File: src/rtl/oled_spi_ctrl.sv
`default_nettype none
// ============================================================================
//  Module   : oled_spi_ctrl
//  Function : PMOD OLED power sequencer and SPI mode-0 byte engine with a
//             9-bit (D/C + byte) write FIFO. Each FIFO entry is sent MSB
//             first inside its own chip-select window.
//  Revision : 1.0  initial release
// ============================================================================
module oled_spi_ctrl #(
  parameter int CLK_DIV    = 4,
  parameter int FIFO_DEPTH = 16,
  parameter int T_VDD      = 20000,
  parameter int T_RES      = 400
) (
  input  logic       CLK,
  input  logic       reset,
  input  logic       power_en,
  input  logic       vcc_on,
  input  logic       wr_en,
  input  logic [8:0] wr_data,
  input  logic       clr_ovf,
  output logic       full,
  output logic       ready,
  output logic       busy,
  output logic       overflow,
  output logic       OLED_CS,
  output logic       OLED_MOSI,
  output logic       OLED_SCK,
  output logic       OLED_DC,
  output logic       OLED_RES,
  output logic       OLED_VCC_EN,
  output logic       OLED_PMOD_EN,
  output logic       OLED_NC
);

  // One shared down-time counter covers the longest of the three delays.
  localparam int c_TMAX   = (T_VDD > T_RES) ? ((T_VDD > CLK_DIV) ? T_VDD : CLK_DIV)
                                            : ((T_RES > CLK_DIV) ? T_RES : CLK_DIV);
  localparam int c_CNT_W  = $clog2(c_TMAX + 1);
  localparam int c_PTR_W  = $clog2(FIFO_DEPTH);
  localparam int c_FCNT_W = c_PTR_W + 1;

  typedef enum logic [3:0] {
    S_OFF      = 4'd0,
    S_VDD_WAIT = 4'd1,
    S_RES_LOW  = 4'd2,
    S_RES_WAIT = 4'd3,
    S_IDLE     = 4'd4,
    S_SETUP    = 4'd5,
    S_SHIFT    = 4'd6,
    S_HOLD     = 4'd7,
    S_GAP      = 4'd8
  } state_t;

  state_t               r_state;
  logic [c_CNT_W-1:0]   r_cnt;
  logic [2:0]           r_bit;
  logic                 r_phase;
  logic [6:0]           r_sh;
  logic                 r_cs;
  logic                 r_sck;
  logic                 r_mosi;
  logic                 r_dc;
  logic                 r_res;
  logic                 r_pmod_en;
  logic                 r_ready;
  logic                 r_ovf;

  logic [8:0]           r_mem [FIFO_DEPTH];
  logic [c_PTR_W-1:0]   r_wr_ptr;
  logic [c_PTR_W-1:0]   r_rd_ptr;
  logic [c_FCNT_W-1:0]  r_count;

  logic                 w_in_byte;
  logic                 w_div_done;
  logic                 w_enter_off;
  logic                 w_pop;
  logic                 w_full;
  logic                 w_push_ok;
  logic                 w_drop;
  logic [c_PTR_W-1:0]   w_wr_idx;
  logic [8:0]           w_head;

  assign w_in_byte  = (r_state == S_SETUP) || (r_state == S_SHIFT) ||
                      (r_state == S_HOLD)  || (r_state == S_GAP);
  assign w_div_done = (r_cnt == c_CNT_W'(CLK_DIV - 1));

  // Power-down is immediate outside a byte; inside a byte it waits for GAP end.
  assign w_enter_off = !power_en &&
                       ((r_state == S_VDD_WAIT) || (r_state == S_RES_LOW) ||
                        (r_state == S_RES_WAIT) || (r_state == S_IDLE)    ||
                        ((r_state == S_GAP) && w_div_done));

  assign w_pop     = (r_state == S_IDLE) && power_en && (r_count != '0);
  assign w_full    = (r_count == c_FCNT_W'(FIFO_DEPTH));
  // A flush frees the whole FIFO, so a push in that cycle always fits.
  assign w_push_ok = wr_en && (w_enter_off || !w_full || w_pop);
  assign w_drop    = wr_en && !w_push_ok;
  assign w_wr_idx  = w_enter_off ? '0 : r_wr_ptr;
  assign w_head    = r_mem[r_rd_ptr];

  assign full         = w_full;
  assign ready        = r_ready;
  assign busy         = (r_count != '0) || w_in_byte;
  assign overflow     = r_ovf;
  assign OLED_CS      = r_cs;
  assign OLED_MOSI    = r_mosi;
  assign OLED_SCK     = r_sck;
  assign OLED_DC      = r_dc;
  assign OLED_RES     = r_res;
  assign OLED_VCC_EN  = r_ready & vcc_on;
  assign OLED_PMOD_EN = r_pmod_en;
  assign OLED_NC      = 1'b0;

  // FIFO storage: no reset needed, validity is tracked by the pointers.
  always_ff @(posedge CLK) begin
    if (w_push_ok) begin
      r_mem[w_wr_idx] <= wr_data;
    end
  end

  // FIFO pointers, occupancy and the sticky overflow flag.
  always_ff @(posedge CLK) begin
    if (reset) begin
      r_wr_ptr <= '0;
      r_rd_ptr <= '0;
      r_count  <= '0;
      r_ovf    <= 1'b0;
    end else begin
      if (w_enter_off) begin
        r_rd_ptr <= '0;
        r_wr_ptr <= w_push_ok ? c_PTR_W'(1) : '0;
        r_count  <= w_push_ok ? c_FCNT_W'(1) : '0;
      end else begin
        if (w_push_ok) r_wr_ptr <= r_wr_ptr + c_PTR_W'(1);
        if (w_pop)     r_rd_ptr <= r_rd_ptr + c_PTR_W'(1);
        case ({w_push_ok, w_pop})
          2'b10:   r_count <= r_count + c_FCNT_W'(1);
          2'b01:   r_count <= r_count - c_FCNT_W'(1);
          default: r_count <= r_count;
        endcase
      end
      // A drop in the same cycle as a clear leaves the flag set.
      if (w_drop)       r_ovf <= 1'b1;
      else if (clr_ovf) r_ovf <= 1'b0;
    end
  end

  // Sequencer and SPI engine; every pin is a register updated with the state.
  always_ff @(posedge CLK) begin
    if (reset || w_enter_off) begin
      r_state   <= S_OFF;
      r_cnt     <= '0;
      r_bit     <= '0;
      r_phase   <= 1'b0;
      r_sh      <= '0;
      r_cs      <= 1'b1;
      r_sck     <= 1'b0;
      r_mosi    <= 1'b0;
      r_dc      <= 1'b0;
      r_res     <= 1'b1;
      r_pmod_en <= 1'b0;
      r_ready   <= 1'b0;
    end else begin
      case (r_state)
        S_OFF: begin
          if (power_en) begin
            r_state   <= S_VDD_WAIT;
            r_pmod_en <= 1'b1;
            r_cnt     <= '0;
          end
        end
        S_VDD_WAIT: begin
          if (r_cnt == c_CNT_W'(T_VDD - 1)) begin
            r_state <= S_RES_LOW;
            r_res   <= 1'b0;
            r_cnt   <= '0;
          end else begin
            r_cnt <= r_cnt + c_CNT_W'(1);
          end
        end
        S_RES_LOW: begin
          if (r_cnt == c_CNT_W'(T_RES - 1)) begin
            r_state <= S_RES_WAIT;
            r_res   <= 1'b1;
            r_cnt   <= '0;
          end else begin
            r_cnt <= r_cnt + c_CNT_W'(1);
          end
        end
        S_RES_WAIT: begin
          if (r_cnt == c_CNT_W'(T_RES - 1)) begin
            r_state <= S_IDLE;
            r_ready <= 1'b1;
            r_cnt   <= '0;
          end else begin
            r_cnt <= r_cnt + c_CNT_W'(1);
          end
        end
        S_IDLE: begin
          if (w_pop) begin
            r_state <= S_SETUP;
            r_cs    <= 1'b0;
            r_dc    <= w_head[8];
            r_mosi  <= w_head[7];
            r_sh    <= w_head[6:0];
            r_bit   <= '0;
            r_phase <= 1'b0;
            r_cnt   <= '0;
          end
        end
        S_SETUP: begin
          if (w_div_done) begin
            r_state <= S_SHIFT;
            r_cnt   <= '0;
          end else begin
            r_cnt <= r_cnt + c_CNT_W'(1);
          end
        end
        S_SHIFT: begin
          if (w_div_done) begin
            r_cnt <= '0;
            if (!r_phase) begin
              r_phase <= 1'b1;
              r_sck   <= 1'b1;
            end else begin
              r_phase <= 1'b0;
              r_sck   <= 1'b0;
              if (r_bit == 3'd7) begin
                r_state <= S_HOLD;
              end else begin
                r_bit  <= r_bit + 3'd1;
                r_mosi <= r_sh[6];
                r_sh   <= {r_sh[5:0], 1'b0};
              end
            end
          end else begin
            r_cnt <= r_cnt + c_CNT_W'(1);
          end
        end
        S_HOLD: begin
          if (w_div_done) begin
            r_state <= S_GAP;
            r_cs    <= 1'b1;
            r_cnt   <= '0;
          end else begin
            r_cnt <= r_cnt + c_CNT_W'(1);
          end
        end
        S_GAP: begin
          if (w_div_done) begin
            r_state <= S_IDLE;
            r_cnt   <= '0;
          end else begin
            r_cnt <= r_cnt + c_CNT_W'(1);
          end
        end
        default: begin
          r_state <= S_OFF;
        end
      endcase
    end
  end

endmodule
`default_nettype wire

File: config.mk
export PLATFORM = sky130hd
export DESIGN_NAME = oled_spi_ctrl
export DESIGN_NICKNAME = d
export VERILOG_FILES = /design/src/rtl/oled_spi_ctrl.sv
export SDC_FILE = /design/constraint.sdc
export NUM_CORES = 1
export LEC_CHECK = 0
export CAP_MARGIN = 0
export CORE_MARGIN = 1
export CORE_UTILIZATION = 50
export CTS_CLUSTER_DIAMETER = 150
export DETAILED_ROUTE_END_ITERATION = 8
export GPL_TIMING_DRIVEN = 0
export HOLD_SLACK_MARGIN = 0.06
export PLACE_DENSITY = 0.66
export SETUP_SLACK_MARGIN = 0.5
export SYNTH_ARGS = -nofsm -noshare
export SYNTH_HDL_FRONTEND = slang
export SYNTH_SLANG_ARGS = --single-unit
File: constraint.sdc
create_clock -name CLK -period 3.7 [get_ports CLK]
set_clock_uncertainty 0.05 [all_clocks]
set_input_delay 0.74 -clock CLK [delete_from_list [all_inputs] [get_ports CLK]]
set_output_delay 0.74 -clock CLK [all_outputs]
set_load 0.1 [all_outputs]
=== After elaboration in Yosys (flattened, before gate mapping) ===
Memory sizes are Yosys's and may differ from the RTL's. A register that Yosys moved wholly into a read port is not among the register bits.
Index checks and enable logic that the tools add are counted.

* Add/subtract/negate cells: 6
* Eq/ne operators: 27
* Mux-type cells: 55
* Bitwise operators: 1
* Reduce and logical (&&, ||, !) cells: 42

{| class="wikitable"
|+ Operators with widths
! kind !! count
|-
| 15-bit 2-to-1 mux || 5
|-
| 15-bit one-hot mux with 5 select lines || 1
|-
| 4-bit 2-to-1 mux || 16
|-
| 4-bit one-hot mux with 9 select lines || 1
|-
| 7-bit 2-to-1 mux || 4
|-
| 4-bit by 3-bit equality test with 1-bit output, second input constant || 4
|-
| 1-bit 2-to-1 mux || 16
|-
| 2-bit != test, second input constant || 8
|-
| 15-bit by 1-bit adder with 15-bit output, second input constant || 1
|-
| 15-bit equality test, second input constant || 1
|-
| 15-bit by 2-bit equality test with 1-bit output, second input constant || 1
|-
| 15-bit by 9-bit equality test with 1-bit output, second input constant || 1
|-
| 7-bit one-hot mux with 2 select lines || 1
|-
| 3-bit 2-to-1 mux || 4
|-
| 3-bit AND reduction || 4
|-
| 1-bit logical OR || 11
|-
| 11-bit AND reduction || 1
|-
| 5-bit one-hot mux with 2 select lines || 1
|-
| 2-bit nonzero test || 5
|-
| 5-bit nonzero test || 2
|-
| 4-bit by 1-bit adder with 4-bit output, second input constant || 2
|-
| 4-bit by 2-bit equality test with 1-bit output, second input constant || 2
|-
| 2-bit by 1-bit != test with 1-bit output, second input constant || 4
|-
| 1-bit one-hot mux with 2 select lines || 4
|-
| 20 further kinds || 31
|}

* Register bits after elaboration: 51
* Memory bits (writable): 144
* Logic and storage cells: 148
* Memories kept: 1

{| class="wikitable"
|+ Memories
! memory !! words !! bits a word !! read ports !! clocked after memory_dff !! wr ports !! line !! RTL
|-
| r_mem || 16 || 9 || 1 || 1 || 1 || 69 || <nowiki>logic [8:0] r_mem [FIFO_DEPTH];</nowiki>
|}

=== Logic depth before layout (Yosys ltp) ===
* Depth after elaboration: 12
* Depth in mapped cells: 12
* Mapped depth without buffers: 10

=== Least setup slack after synthesis ===
Ideal clock, no wire load.

* Path kind: register to register
* Start: register r_count[0]
* End: memory r_mem[4][0], enable pin
* Library setup time: 0.282 ns
* Arrival time: 2.999 ns
* Data required time: 3.368 ns
* Slack: 0.369 ns
* Stages on the path, launching flop included: 7
* Buffers on the path: 0
* Period minus slack after synthesis: 3.331 ns
* Cells stage by stage: dfxtp_1 > or4_1 > nor2_1 > nand2_1 > o21ai_2 > or3_2 > nor2_1

* Longest elaborated chain between the ends: 7
* Elaborated cells between the ends (all ways): 9
* Those cells by class: eq/ne: 1; mux: 2; reduce/logical: 6

{| class="wikitable"
|+ Ends and longest elaborated chain
! element !! line !! RTL
|-
| from (decl) || 72 || <nowiki>logic [c_FCNT_W-1:0] r_count;</nowiki>
|-
| from (signal assigned) || 133 || <nowiki>r_count <= w_push_ok ? c_FCNT_W'(1) : '0;</nowiki>
|-
| from (signal assigned) || 138 || <nowiki>2'b10: r_count <= r_count + c_FCNT_W'(1);</nowiki>
|-
| from (signal assigned) || 139 || <nowiki>2'b01: r_count <= r_count - c_FCNT_W'(1);</nowiki>
|-
| 5-bit equality test || 95 || <nowiki>assign w_full = (r_count == c_FCNT_W'(FIFO_DEPTH));</nowiki>
|-
| named net full || 22 || <nowiki>output logic full,</nowiki>
|-
| 1-bit zero test || 97 || <nowiki>assign w_push_ok = wr_en && (w_enter_off || !w_full || w_pop);</nowiki>
|-
| 1-bit logical OR (2 in series) || 97 ||
|-
| 1-bit logical AND || 97 ||
|-
| 1-bit 2-to-1 mux || 117 || <nowiki>if (w_push_ok) begin</nowiki>
|-
| 1-bit 2-to-1 mux (not written as such) || 118 || <nowiki>r_mem[w_wr_idx] <= wr_data;</nowiki>
|-
| to (decl) || 69 ||
|}

The timed path passes the listed nets, and every way through them passes these cells.

=== Final worst setup path ===
* Start: register r_cnt[9]
* End: memory r_mem[7][7], enable pin

* Longest elaborated chain between the ends: 9
* Elaborated cells between the ends (all ways): 10
* Those cells by class: eq/ne: 1; mux: 3; reduce/logical: 6

{| class="wikitable"
|+ Ends and longest elaborated chain
! element !! line !! RTL
|-
| from (decl) || 56 || <nowiki>logic [c_CNT_W-1:0] r_cnt;</nowiki>
|-
| from (signal assigned) || 179 || <nowiki>r_cnt <= r_cnt + c_CNT_W'(1);</nowiki>
|-
| from (signal assigned) || 188 || <nowiki>r_cnt <= r_cnt + c_CNT_W'(1);</nowiki>
|-
| from (signal assigned) || 197 || <nowiki>r_cnt <= r_cnt + c_CNT_W'(1);</nowiki>
|-
| 15-bit by 2-bit equality test with 1-bit output * || 86 || <nowiki>assign w_div_done = (r_cnt == c_CNT_W'(CLK_DIV - 1));</nowiki>
|-
| 1-bit logical AND * || 92 || <nowiki>((r_state == S_GAP) && w_div_done));</nowiki>
|-
| 1-bit logical OR * || 91 || <nowiki>(r_state == S_RES_WAIT) || (r_state == S_IDLE) ||</nowiki>
|-
| 1-bit logical AND * || 89 || <nowiki>assign w_enter_off = !power_en &&</nowiki>
|-
| 1-bit logical OR (2 in series) || 97 ||
|-
| 1-bit logical AND || 97 ||
|-
| 1-bit 2-to-1 mux || 117 ||
|-
| 1-bit 2-to-1 mux (not written as such) || 118 ||
|}

Every way passes the cells marked *; elsewhere a longest branch is shown, timed or not.

==> impl_metrics.csv <==
group,metric,value,unit
sta,relSlewSlack,0.353,
power,ir_worst_vdd,0.527,mV
synthesis,yosysWarnings,0,
power,p_leak,3.12,nW
synthesis,synth_area_leader_cell,"edfxtp_1",
clock_network,clk_path_buf_depth,2,
setup_path,end_kind,"flip-flop",
route,drcViolationCount,0,
synthesis,yosys-top-cells-area,"edfxtp_1, dfxtp_1, mux4_2, nor2_1, nand2_1",
sta,worst_hold_slack,0.419,ns
clock_network,cts_buffers,17,
die,initial_core_util,0.514,
die,ios,27,
synthesis,synth-main-ff-cell,"edfxtp_1",
synthesis,synth_top_area_share,0.506,
placement,io_buffer_count,23,
clock_network,clk_latency,0.43,ns
hold_path,holdPathStages,2,
synthesis,synth-edff-count,144,
global_route,grt_max_degree,20,
sta,setup_slack,0.506,ns
die,rows,47,
route,vias,5307,
final_layout,num_antenna_cells,0,
sta,hold_viol_final,0,
clock_network,cts_tree,"built",
power,powerDensity,521,nW/um2
setup_path,arrival,3.29,ns
synthesis,synth.distinct_cells,69,
route,vias_per_cell,5.92,
final_layout,final_common_cell,"edfxtp_1",
die,die_x,133,um
die,die_area,17600,um2
global_route,antenna_found_initial,1,
sta,rsz0062_at_grt,"true",
final_layout,layout-drive-gt1-share,0.204,
synthesis,synth-seq-cells,199,
final_layout,area_growth,15.6,%
die,fp.dieH,133,um
hold_path,worstHoldStart,"r_bit[2]",
global_route,grt_pass1_vias,5383,
placement,dp_slack,0.00604,ns
sta,fin_crit,3.19,ns
global_route,overflow,0,
sta,maxSlewViolCount,0,
setup_path,crit_fanout,9,
route,first_pass_iters,6,
route,first_iter_violations,404,
route,wl_per_cell,21.0,um
hold_path,min_path_type,"reg -> reg",
clock_network,root_buffer,"clkbuf_16",
synthesis,synth_nets,635,
setup_path,cp-start-kind,"flip-flop",
placement,gp_congestion,0.900,
final_layout,nFillCells,1256,
synthesis,syn_inst,613,
synthesis,yosysSeqAreaShare,0.634,
route,wl,18.8,mm
setup_path,reg2reg_from,"r_cnt[9]",
clock_network,h-tree-depth,4,
route,final_antenna_net_count,0,
setup_path,reg2reg_depth,6,
sta,setup_viol,0,
setup_path,critical_path_class,"reg -> reg",
setup_path,critPathLaunch,"r_cnt[9]",
sta,fin_crit_sh,0.863,
clock_network,clock_sinks,199,
placement,dpl.hpwl,12.4,mm
final_layout,final_nets,686,
synthesis,synthArstFlopShare,0,
run_status,status,"complete, no violations",
clock_network,path_clk_slew,0.07,ns
global_route,grt_usage,0.225,
sta,fmax,313,MHz
setup_path,worstPathRequired,3.79,ns
setup_path,r2r_setup_slack,0.51,ns
synthesis,postSynthAreaPerCell,14.0,um2
sta,tightest_slew,0.967,ns
run,maxCapViolations,0,
global_route,grt_pass1_wl,29.7,mm
die,core-area,16600,um2
synthesis,synthesis.area,8550,um2
final_layout,mostFrequentLayoutCells,"edfxtp_1, nor2_1, dfxtp_1, nand2_1, mux4_2",
synthesized netlist by cell type (5+ instances only):
master	n
nor2_1	67
nand2_1	39
edfxtp_1	144
inv_1	8
mux4_2	38
buf_4	7
xor2_1	9
a21oi_1	26
ha_1	7
a211oi_1	10
clkbuf_1	19
buf_2	6
a221oi_1	7
nand4_1	6
or4_1	5
or3_1	6
dfxtp_1	55
nor3_1	18
xnor2_1	5
mux2_2	7
a31oi_1	9
o21ai_0	14
nand3_1	20
mux2i_1	11
worst max-delay path, cell delays in order (launching register included):
cell and delay, ns:
dfxtp_1 0.38, or4_1 0.56, or3_4 0.41, o32a_4 0.37, o21ai_2 0.60, or3_2 0.36
nor2_2 0.17
stage by stage:
stage	TNS (ns)	total power [mW]	std cells	utilization	cell area [um2]
floorplan	0	3.08	613	-	8560
global placement	-0.999	3.27	856	0.544	9060
detailed placement	0	3.31	857	0.547	9110
CTS	0	5.12	889	0.584	9720
global route	0	5.33	897	0.594	9890
finish	0	5.15	897	0.594	9890
flip-flops by register name, summed over array words and instances (netlist names), named ones only:
name / cells
OLED_CS: 1
OLED_DC: 1
OLED_MOSI: 1
OLED_PMOD_EN: 1
OLED_RES: 1
OLED_SCK: 1
overflow: 1
r_bit: 3
r_cnt: 15
r_count: 5
r_mem: 144
r_phase: 1
r_rd_ptr: 4
r_sh: 7
r_state: 4
r_wr_ptr: 4
ready: 1
cells by family (layout without fill, tap and decap cells):
group,after synthesis,after routing,share of synthesized area
other,1,1,0.000438
xor gates and xnor gates,14,14,0.0143
buffers and inverters,44,108,0.0241
muxes,56,56,0.122
and+or+nand+nor,193,193,0.112
adders and majority gates,7,7,0.0102
AOI/OAI and AO/OA,99,99,0.0819
DFF,199,199,0.634
cell type report:
| type | count | area (um2) | share of cell area |
|---|---|---|---|
| Sequential cell | 199 | 5430 | 0.549 |
| Multi-Input combinational cell | 370 | 3040 | 0.307 |
| Tap cell | 220 | 275 | 0.0278 |
| Clock inverter | 14 | 156 | 0.0158 |
| Buffer | 36 | 179 | 0.0181 |
| Timing Repair Buffer | 32 | 355 | 0.0359 |
| Clock buffer | 18 | 429 | 0.0434 |
| Inverter | 8 | 30.0 | 0.00304 |
report_power, final:
part | total, mW | internal (mW) | leakage (nW) | switching [mW]
logic | 0.809 | 0.256 | 1.09 | 0.553
clock network | 1.85 | 0.965 | 0.287 | 0.881
registers | 2.49 | 2.45 | 1.75 | 0.0441
layer usage:
layer  vias up  global-route usage  part of all wire
met3        31              0.0429             0.060
met4         2              0.0754             0.021
met1      2604               0.292              0.41
met2       187               0.382              0.51
li1       2483                   -                 -
met5         -                   0           0.00058
worst paths after layout:
kind | end
max | r_mem[7][7]
max reg2reg | r_mem[7][7]
min | r_bit[2]
min reg2reg | r_bit[2]
timing repair:
item,4_1_cts,5_1_grt
hold buffers,0,0
buffers inserted,0,8
endpoints found under the setup margin,102,135
pin swaps,0,7
gates resized for setup,12,17
Note: power is estimated with default switching activity, not from simulation.
